$ cat config.mk
export PLATFORM = sky130hd
export DESIGN_NAME = utlb_responder
export DESIGN_NICKNAME = d
export VERILOG_FILES = /design/src/rtl/utlb_responder.sv
export SDC_FILE = /design/constraint.sdc
export NUM_CORES = 1
export LEC_CHECK = 0
export ABC_AREA = 0
export BUFFER_PORTS_ARGS = -buffer_cell sky130_fd_sc_hd__buf_2
export CORE_MARGIN = 2
export CORE_UTILIZATION = 50
export CTS_CLUSTER_SIZE = 12
export DETAILED_ROUTE_END_ITERATION = 16
export PLACE_DENSITY_LB_ADDON = 0.05
export SETUP_SLACK_MARGIN = 0.3
export SLEW_MARGIN = 20
export SYNTH_ARGS = -nofsm -noshare
export SYNTH_HDL_FRONTEND = slang
export SYNTH_SLANG_ARGS = --single-unit
$ cat constraint.sdc
create_clock -name clk -period 5.8 [get_ports clk]
set_clock_uncertainty 0.15 [all_clocks]
set_input_delay 0.29 -clock clk [delete_from_list [all_inputs] [get_ports clk]]
set_output_delay 0.29 -clock clk [all_outputs]
set_load 0.05 [all_outputs]
$ cat src/rtl/utlb_responder.sv
// Four-entry micro-TLB with JTLB refill handshake; returns paddr, cacheability and TLB exceptions.
// Optional UTLB_STATS_EN adds saturating hit/miss counters.
module utlb_responder #(
  parameter int unsigned ENTRIES = 4,
  parameter int unsigned ASID_W  = 8
) (
  input  logic              clk,
  input  logic              resetn,
  input  logic              req_valid_i,
  output logic              req_ready_o,
  input  logic [31:0]       req_vaddr_i,
  input  logic              req_need_tlb_i,
  input  logic [31:0]       req_untlb_paddr_i,
  input  logic              req_untlb_cache_i,
  input  logic              req_store_i,
  input  logic [ASID_W-1:0] asid_i,
  input  logic              flush_i,
  output logic              resp_valid_o,
  output logic [31:0]       resp_paddr_o,
  output logic              resp_cache_o,
  output logic              resp_refill_o,
  output logic              resp_invalid_o,
  output logic              resp_modified_o,
  output logic              jtlb_req_valid_o,
  input  logic              jtlb_req_ready_i,
  output logic [19:0]       jtlb_vpn_o,
  output logic [ASID_W-1:0] jtlb_asid_o,
  input  logic              jtlb_resp_valid_i,
  input  logic              jtlb_hit_i,
  input  logic              jtlb_g_i,
  input  logic              jtlb_v_i,
  input  logic              jtlb_d_i,
  input  logic [19:0]       jtlb_pfn_i,
  input  logic [2:0]        jtlb_c_i
`ifdef UTLB_STATS_EN
  ,
  output logic [31:0]       hit_cnt_o,
  output logic [31:0]       miss_cnt_o
`endif
);

  localparam int unsigned IdxW = (ENTRIES > 1) ? $clog2(ENTRIES) : 1;

  typedef enum logic [1:0] {StIdle, StReq, StWait} state_e;

  state_e              state_q;
  logic [ENTRIES-1:0]  valid_q;
  logic [19:0]         vpn_q  [ENTRIES];
  logic [ASID_W-1:0]   asid_q [ENTRIES];
  logic                g_q    [ENTRIES];
  logic [19:0]         pfn_q  [ENTRIES];
  logic [2:0]          c_q    [ENTRIES];
  logic                d_q    [ENTRIES];
  logic [IdxW-1:0]     ptr_q;

  logic [19:0]         miss_vpn_q;
  logic [11:0]         miss_off_q;
  logic [ASID_W-1:0]   miss_asid_q;
  logic                miss_store_q;
  logic                flushed_q;

  logic                resp_valid_q, resp_cache_q, resp_refill_q, resp_invalid_q, resp_modified_q;
  logic [31:0]         resp_paddr_q;

  logic                hit_any, free_any, fill_en, hit_mod, wait_mod;
  logic [IdxW-1:0]     hit_idx, free_idx, fill_idx;

  always_comb begin
    hit_any  = 1'b0;
    hit_idx  = '0;
    free_any = 1'b0;
    free_idx = '0;
    for (int i = 0; i < int'(ENTRIES); i++) begin
      if (valid_q[i] && vpn_q[i] == req_vaddr_i[31:12] && (g_q[i] || asid_q[i] == asid_i)) begin
        hit_any = 1'b1;
        hit_idx = IdxW'(i);
      end
    end
    // Descending scan so the lowest invalid index wins.
    for (int i = int'(ENTRIES) - 1; i >= 0; i--) begin
      if (!valid_q[i]) begin
        free_any = 1'b1;
        free_idx = IdxW'(i);
      end
    end
    fill_idx = free_any ? free_idx : ptr_q;
    hit_mod  = req_store_i & ~d_q[hit_idx];
    wait_mod = miss_store_q & ~jtlb_d_i;
    fill_en  = (state_q == StWait) && jtlb_resp_valid_i && jtlb_hit_i && jtlb_v_i &&
               !flush_i && !flushed_q;
  end

  always_ff @(posedge clk) begin
    if (!resetn) begin
      state_q         <= StIdle;
      valid_q         <= '0;
      ptr_q           <= '0;
      miss_vpn_q      <= '0;
      miss_off_q      <= '0;
      miss_asid_q     <= '0;
      miss_store_q    <= 1'b0;
      flushed_q       <= 1'b0;
      resp_valid_q    <= 1'b0;
      resp_paddr_q    <= '0;
      resp_cache_q    <= 1'b0;
      resp_refill_q   <= 1'b0;
      resp_invalid_q  <= 1'b0;
      resp_modified_q <= 1'b0;
      for (int i = 0; i < int'(ENTRIES); i++) begin
        vpn_q[i]  <= '0;
        asid_q[i] <= '0;
        g_q[i]    <= 1'b0;
        pfn_q[i]  <= '0;
        c_q[i]    <= '0;
        d_q[i]    <= 1'b0;
      end
    end else begin
      resp_valid_q <= 1'b0;
      unique case (state_q)
        StIdle: begin
          if (req_valid_i) begin
            if (!req_need_tlb_i) begin
              resp_valid_q    <= 1'b1;
              resp_paddr_q    <= req_untlb_paddr_i;
              resp_cache_q    <= req_untlb_cache_i;
              resp_refill_q   <= 1'b0;
              resp_invalid_q  <= 1'b0;
              resp_modified_q <= 1'b0;
            end else if (hit_any) begin
              resp_valid_q    <= 1'b1;
              resp_paddr_q    <= hit_mod ? 32'h0 : {pfn_q[hit_idx], req_vaddr_i[11:0]};
              resp_cache_q    <= ~hit_mod & (c_q[hit_idx] == 3'b011);
              resp_refill_q   <= 1'b0;
              resp_invalid_q  <= 1'b0;
              resp_modified_q <= hit_mod;
            end else begin
              miss_vpn_q   <= req_vaddr_i[31:12];
              miss_off_q   <= req_vaddr_i[11:0];
              miss_asid_q  <= asid_i;
              miss_store_q <= req_store_i;
              flushed_q    <= 1'b0;
              state_q      <= StReq;
            end
          end
        end
        StReq: begin
          if (jtlb_req_ready_i) state_q <= StWait;
        end
        StWait: begin
          if (jtlb_resp_valid_i) begin
            state_q         <= StIdle;
            resp_valid_q    <= 1'b1;
            resp_refill_q   <= ~jtlb_hit_i;
            resp_invalid_q  <= jtlb_hit_i & ~jtlb_v_i;
            resp_modified_q <= jtlb_hit_i & jtlb_v_i & wait_mod;
            if (jtlb_hit_i && jtlb_v_i && !wait_mod) begin
              resp_paddr_q <= {jtlb_pfn_i, miss_off_q};
              resp_cache_q <= (jtlb_c_i == 3'b011);
            end else begin
              resp_paddr_q <= '0;
              resp_cache_q <= 1'b0;
            end
            if (fill_en) begin
              valid_q[fill_idx] <= 1'b1;
              vpn_q[fill_idx]   <= miss_vpn_q;
              asid_q[fill_idx]  <= miss_asid_q;
              g_q[fill_idx]     <= jtlb_g_i;
              pfn_q[fill_idx]   <= jtlb_pfn_i;
              c_q[fill_idx]     <= jtlb_c_i;
              d_q[fill_idx]     <= jtlb_d_i;
              if (!free_any) ptr_q <= (ptr_q == IdxW'(ENTRIES - 1)) ? '0 : ptr_q + 1'b1;
            end
          end
        end
        default: state_q <= StIdle;
      endcase
      // A flush anywhere during a miss suppresses the later install.
      if (flush_i) begin
        valid_q   <= '0;
        flushed_q <= 1'b1;
      end
    end
  end

`ifdef UTLB_STATS_EN
  logic [31:0] hit_cnt_q, miss_cnt_q;
  always_ff @(posedge clk) begin
    if (!resetn) begin
      hit_cnt_q  <= '0;
      miss_cnt_q <= '0;
    end else if (state_q == StIdle && req_valid_i && req_need_tlb_i) begin
      if (hit_any && hit_cnt_q != 32'hFFFF_FFFF) hit_cnt_q <= hit_cnt_q + 1'b1;
      if (!hit_any && miss_cnt_q != 32'hFFFF_FFFF) miss_cnt_q <= miss_cnt_q + 1'b1;
    end
  end
  assign hit_cnt_o  = hit_cnt_q;
  assign miss_cnt_o = miss_cnt_q;
`endif

  assign req_ready_o      = resetn && (state_q == StIdle);
  assign jtlb_req_valid_o = (state_q == StReq);
  assign jtlb_vpn_o       = miss_vpn_q;
  assign jtlb_asid_o      = miss_asid_q;
  assign resp_valid_o     = resp_valid_q;
  assign resp_paddr_o     = resp_paddr_q;
  assign resp_cache_o     = resp_cache_q;
  assign resp_refill_o    = resp_refill_q;
  assign resp_invalid_o   = resp_invalid_q;
  assign resp_modified_o  = resp_modified_q;

endmodule

==> reports/metrics.json <==
{
  "min-delay-path-class": {"value": "in2reg"},
  "synthTopCellsByArea": {"value": "edfxtp_1 46%, dfxtp_1 14%, xor2_1 6.0%"},
  "post_synth_inst_count": {"value": 1202},
  "path_class": {"value": "reg2reg"},
  "drtIter0Drc": {"value": 697},
  "syn_area_per_cell": {"value": 11.2, "unit": "µm²"},
  "finalCritPeriodShare": {"value": 69.8, "unit": "%"},
  "max-slew-margin-rel": {"value": 25.7, "unit": "%"},
  "synth_edf_count": {"value": 206},
  "transition_at_the_pin_with_the_smallest_max_transition_slack": {"value": 1.11, "unit": "ns"},
  "cts_buffers": {"value": 34},
  "fin_hold_ws": {"value": 0.0124, "unit": "ns"},
  "initial_core_util": {"value": 50.5, "unit": "%"},
  "yosysWarnings": {"value": 0},
  "vias": {"value": 9643},
  "regToRegEndpoint": {"value": "resp_paddr_o[16]$_SDFFE_PN0P_"},
  "floorplan.die.height": {"value": 168, "unit": "µm"},
  "max-vdd-ir-drop": {"value": 237, "unit": "µV"},
  "cts_hold_repair.buffers": {"value": 66},
  "post_synth_instance_area": {"value": 13500, "unit": "µm²"},
  "post_cts.repair.setup_buffers": {"value": 0},
  "status": {"value": "finished clean"},
  "worstRegToRegCells": {"value": 10},
  "drive_gt1_share": {"value": 18.2, "unit": "%"},
  "timing.critical_path.to_type": {"value": "register"},
  "grt.total_usage": {"value": 24.8, "unit": "%"},
  "dp_hpwl": {"value": 21800, "unit": "µm"},
  "synth_async_sr_flop_share": {"value": 0, "unit": "%"},
  "cts_num_sinks": {"value": 299},
  "crit_path_end": {"value": "resp_paddr_o[16]$_SDFFE_PN0P_"},
  "avgViaCountPerCell": {"value": 5.43},
  "critical_path.cell_chain": {"value": "xnor2_1, nand4_1, nor4_1, nor3b_4, buf_4, nor4_1, o21ai_4, buf_4, o21ai_0, a31oi_1"},
  "num_io_pins": {"value": 175},
  "maximum_number_of_pins_on_one_net_before_global_route_repair": {"value": 57},
  "post-route-drc-count": {"value": 0},
  "ys_seq_elements": {"value": 299},
  "finalSetupViolCount": {"value": 0},
  "ys_top_cells_by_count": {"value": "206 x edfxtp_1, 125 x nor2_1, 93 x dfxtp_1, 92 x xor2_1, 79 x nand2_1"},
  "path_clk_slew": {"value": 0.06, "unit": "ns"},
  "synth_cell_types": {"value": 50},
  "layout_min_cycle_time": {"value": 4.05, "unit": "ns"},
  "grt_setup_unrepaired": {"value": "no"},
  "synth_area_leader_cell": {"value": "edfxtp_1"},
  "most_common_cell_in_the_synthesized_netlist": {"value": "edfxtp_1"},
  "die_x": {"value": 168, "unit": "µm"},
  "synthFlopType": {"value": "edfxtp_1"},
  "final_max_slew_viol_count": {"value": 0},
  "post_drt_wl_per_cell": {"value": 19.8, "unit": "µm"},
  "port_buffers": {"value": 174},
  "p_per_area": {"value": 301, "unit": "nW/µm²"},
  "cp_slowest_cell": {"value": "o21ai_4"},
  "rr_startpoint": {"value": "vpn_q[1][12]$_SDFFCE_PN0P_"},
  "max_stage_delay": {"value": 0.78, "unit": "ns"},
  "cts_resized": {"value": 0},
  "vias_in_the_first_global_route": {"value": 9457},
  "antenna_violating_nets_left": {"value": 0},
  "number_of_iterations_in_the_first_detailed_routing_pass": {"value": 5},
  "ctsLongestPathBuffers": {"value": 3},
  "fin_total_pwr": {"value": 4920, "unit": "µW"},
  "fp.dieArea": {"value": 28300, "unit": "µm²"},
  "yosys.area.top_type_share": {"value": 45.8, "unit": "%"},
  "clock_insertion_delay_worst_skew": {"value": 0.51, "unit": "ns"},
  "r2r_slack": {"value": 1.75, "unit": "ns"},
  "max_clock_freq": {"value": 0.247, "unit": "GHz"},
  "coreArea": {"value": 26700, "unit": "µm²"},
  "core.rowCount": {"value": 60},
  "htree_levels": {"value": 2},
  "syn2layout_area_growth": {"value": 21.1, "unit": "%"},
  "cp_data_arrival_time": {"value": 4.32, "unit": "ns"},
  "worst-path-max-fanout": {"value": 40},
  "final_hold_viol_count": {"value": 0},
  "path_depth": {"value": 10},
  "gp_routability_congestion": {"value": 0.828},
  "cp_top_family": {"value": "simple AND/OR/NAND/NOR gates"},
  "max-cap-violations": {"value": 0},
  "initial_antenna_violation_count": {"value": 2},
  "wire_length_of_the_first_global_routing_pass": {"value": 54200, "unit": "µm"},
  "globalRouteOverflowTotal": {"value": 0},
  "worst_setup_path_startpoint": {"value": "vpn_q[1][12]$_SDFFCE_PN0P_"},
  "postRouteWirelength": {"value": 35200, "unit": "µm"},
  "cp_num_buf_inv": {"value": 2},
  "cp.required": {"value": 6.07, "unit": "ns"},
  "fillerInstances": {"value": 2220},
  "ctsRootBufferMaster": {"value": "clkbuf_16"},
  "nNetsFinal": {"value": 1514},
  "syn_nets": {"value": 1311},
  "fin_tns_setup": {"value": 0, "unit": "ns"},
  "synth-seq-area-share": {"value": 59.6, "unit": "%"},
  "tritoncts": {"value": "built"},
  "crit_path_start_kind": {"value": "register"},
  "power_leakage": {"value": 0.00678, "unit": "µW"}
}
==> cell type report <==
type | instances | area (µm²) | share of cell area, %
clock buffers | 50 | 995 | 6.09
well taps | 341 | 427 | 2.61
clock inverters | 12 | 57.6 | 0.352
flip-flops and latches | 299 | 8050 | 49.2
diodes | 4 | 10.0 | 0.0612
repair buffers | 258 | 1670 | 10.2
inverters | 69 | 259 | 1.58
multi-input cells | 743 | 4880 | 29.9
==> worst min-delay path, stage by stage <==
cell     delay (ns)
buf_2          0.16
mux2i_1        0.09
nor2b_1        0.09
==> metrics by stage <==
step | instances | util, % | worst slack [ns] | area, µm²
floorplan | 1202 | - | 1.29 | 13500
global placement | 1644 | 54.7 | 1.79 | 14600
detailed placement | 1644 | 54.7 | 1.76 | 14600
CTS | 1772 | 61.1 | 1.81 | 16300
global route | 1774 | 61.1 | 1.50 | 16300
finish | 1776 | 61.2 | 1.75 | 16300
==> state kept, by name (all words and copies together), names as in the netlist, 2 cells and up <==
register      count
pfn_q            80
vpn_q            80
asid_q           32
resp_paddr_o     32
jtlb_vpn_o       20
c_q              12
miss_off_q       12
jtlb_asid_o       8
d_q               4
g_q               4
valid_q           4
ptr_q             2
state_q           2
==> power breakdown <==
group,internal (µW),switching (µW)
Combinational,172,322
Sequential,2360,41.0
Clock,1190,834
==> cells in the final DEF, fill, tap and decap left out, drive strengths merged, types with 7 or more instances in the layout <==
| cell | netlist | routed |
|---|---|---|
| nand3 | 7 | 7 |
| nor2b | 47 | 47 |
| clkinv | 0 | 11 |
| inv | 69 | 70 |
| nand4 | 10 | 10 |
| edfxtp | 206 | 206 |
| o22ai | 21 | 21 |
| xor2 | 92 | 92 |
| a22oi | 33 | 33 |
| o21a | 13 | 13 |
| nor2 | 125 | 125 |
| nand2 | 79 | 79 |
| a211o | 20 | 20 |
| xnor2 | 20 | 20 |
| a31oi | 20 | 20 |
| dfxtp | 93 | 93 |
| o21ai | 40 | 40 |
| a21oi | 24 | 24 |
| nor4 | 29 | 29 |
| dlygate4sd3 | 0 | 66 |
| mux2i | 64 | 64 |
| buf | 19 | 192 |
| and2 | 55 | 55 |
| clkbuf | 72 | 50 |
==> logic make-up (layout without fill, tap and decap cells) <==
family / after synthesis / after routing / synth area share (%)
other: 0 / 4 / 0
adder cells (fa/ha/maj): 1 / 1 / 0.0927
AO/OA/AOI/OAI: 184 / 184 / 9.01
flip-flops: 299 / 299 / 59.6
buffers and inverters: 160 / 389 / 4.74
AND/OR/NAND/NOR: 381 / 381 / 14.1
XOR/XNOR: 112 / 112 / 7.66
multiplexers: 65 / 65 / 4.83
==> worst min-delay path by stage <==
stage	start	endpoint	slack, ns	depth (start not counted)
5_1_grt	req_vaddr_i[17]	jtlb_vpn_o[5]$_SDFFE_PN0P_	0.02	3
2_1_floorplan	jtlb_d_i	d_q[0]$_DFF_P_	0.25	2
3_3_place_gp	d_q[0]$_DFF_P_	d_q[0]$_DFF_P_	0.29	2
6_report	asid_i[6]	jtlb_asid_o[6]$_SDFFE_PN0P_	0.01	3
3_5_place_dp	d_q[0]$_DFF_P_	d_q[0]$_DFF_P_	0.30	2
4_1_cts	req_vaddr_i[19]	jtlb_vpn_o[7]$_SDFFE_PN0P_	0.0005	3
==> per-layer routing <==
metal	up-vias	global-route usage [%]	share of wire, %
met4	0	6.18	1.7
met1	4677	35.3	46
met2	306	40.1	46
met5	-	0	0
li1	4609	-	-
met3	51	4.04	6.0
No activity file was read; power rests on OpenSTA's default activity.
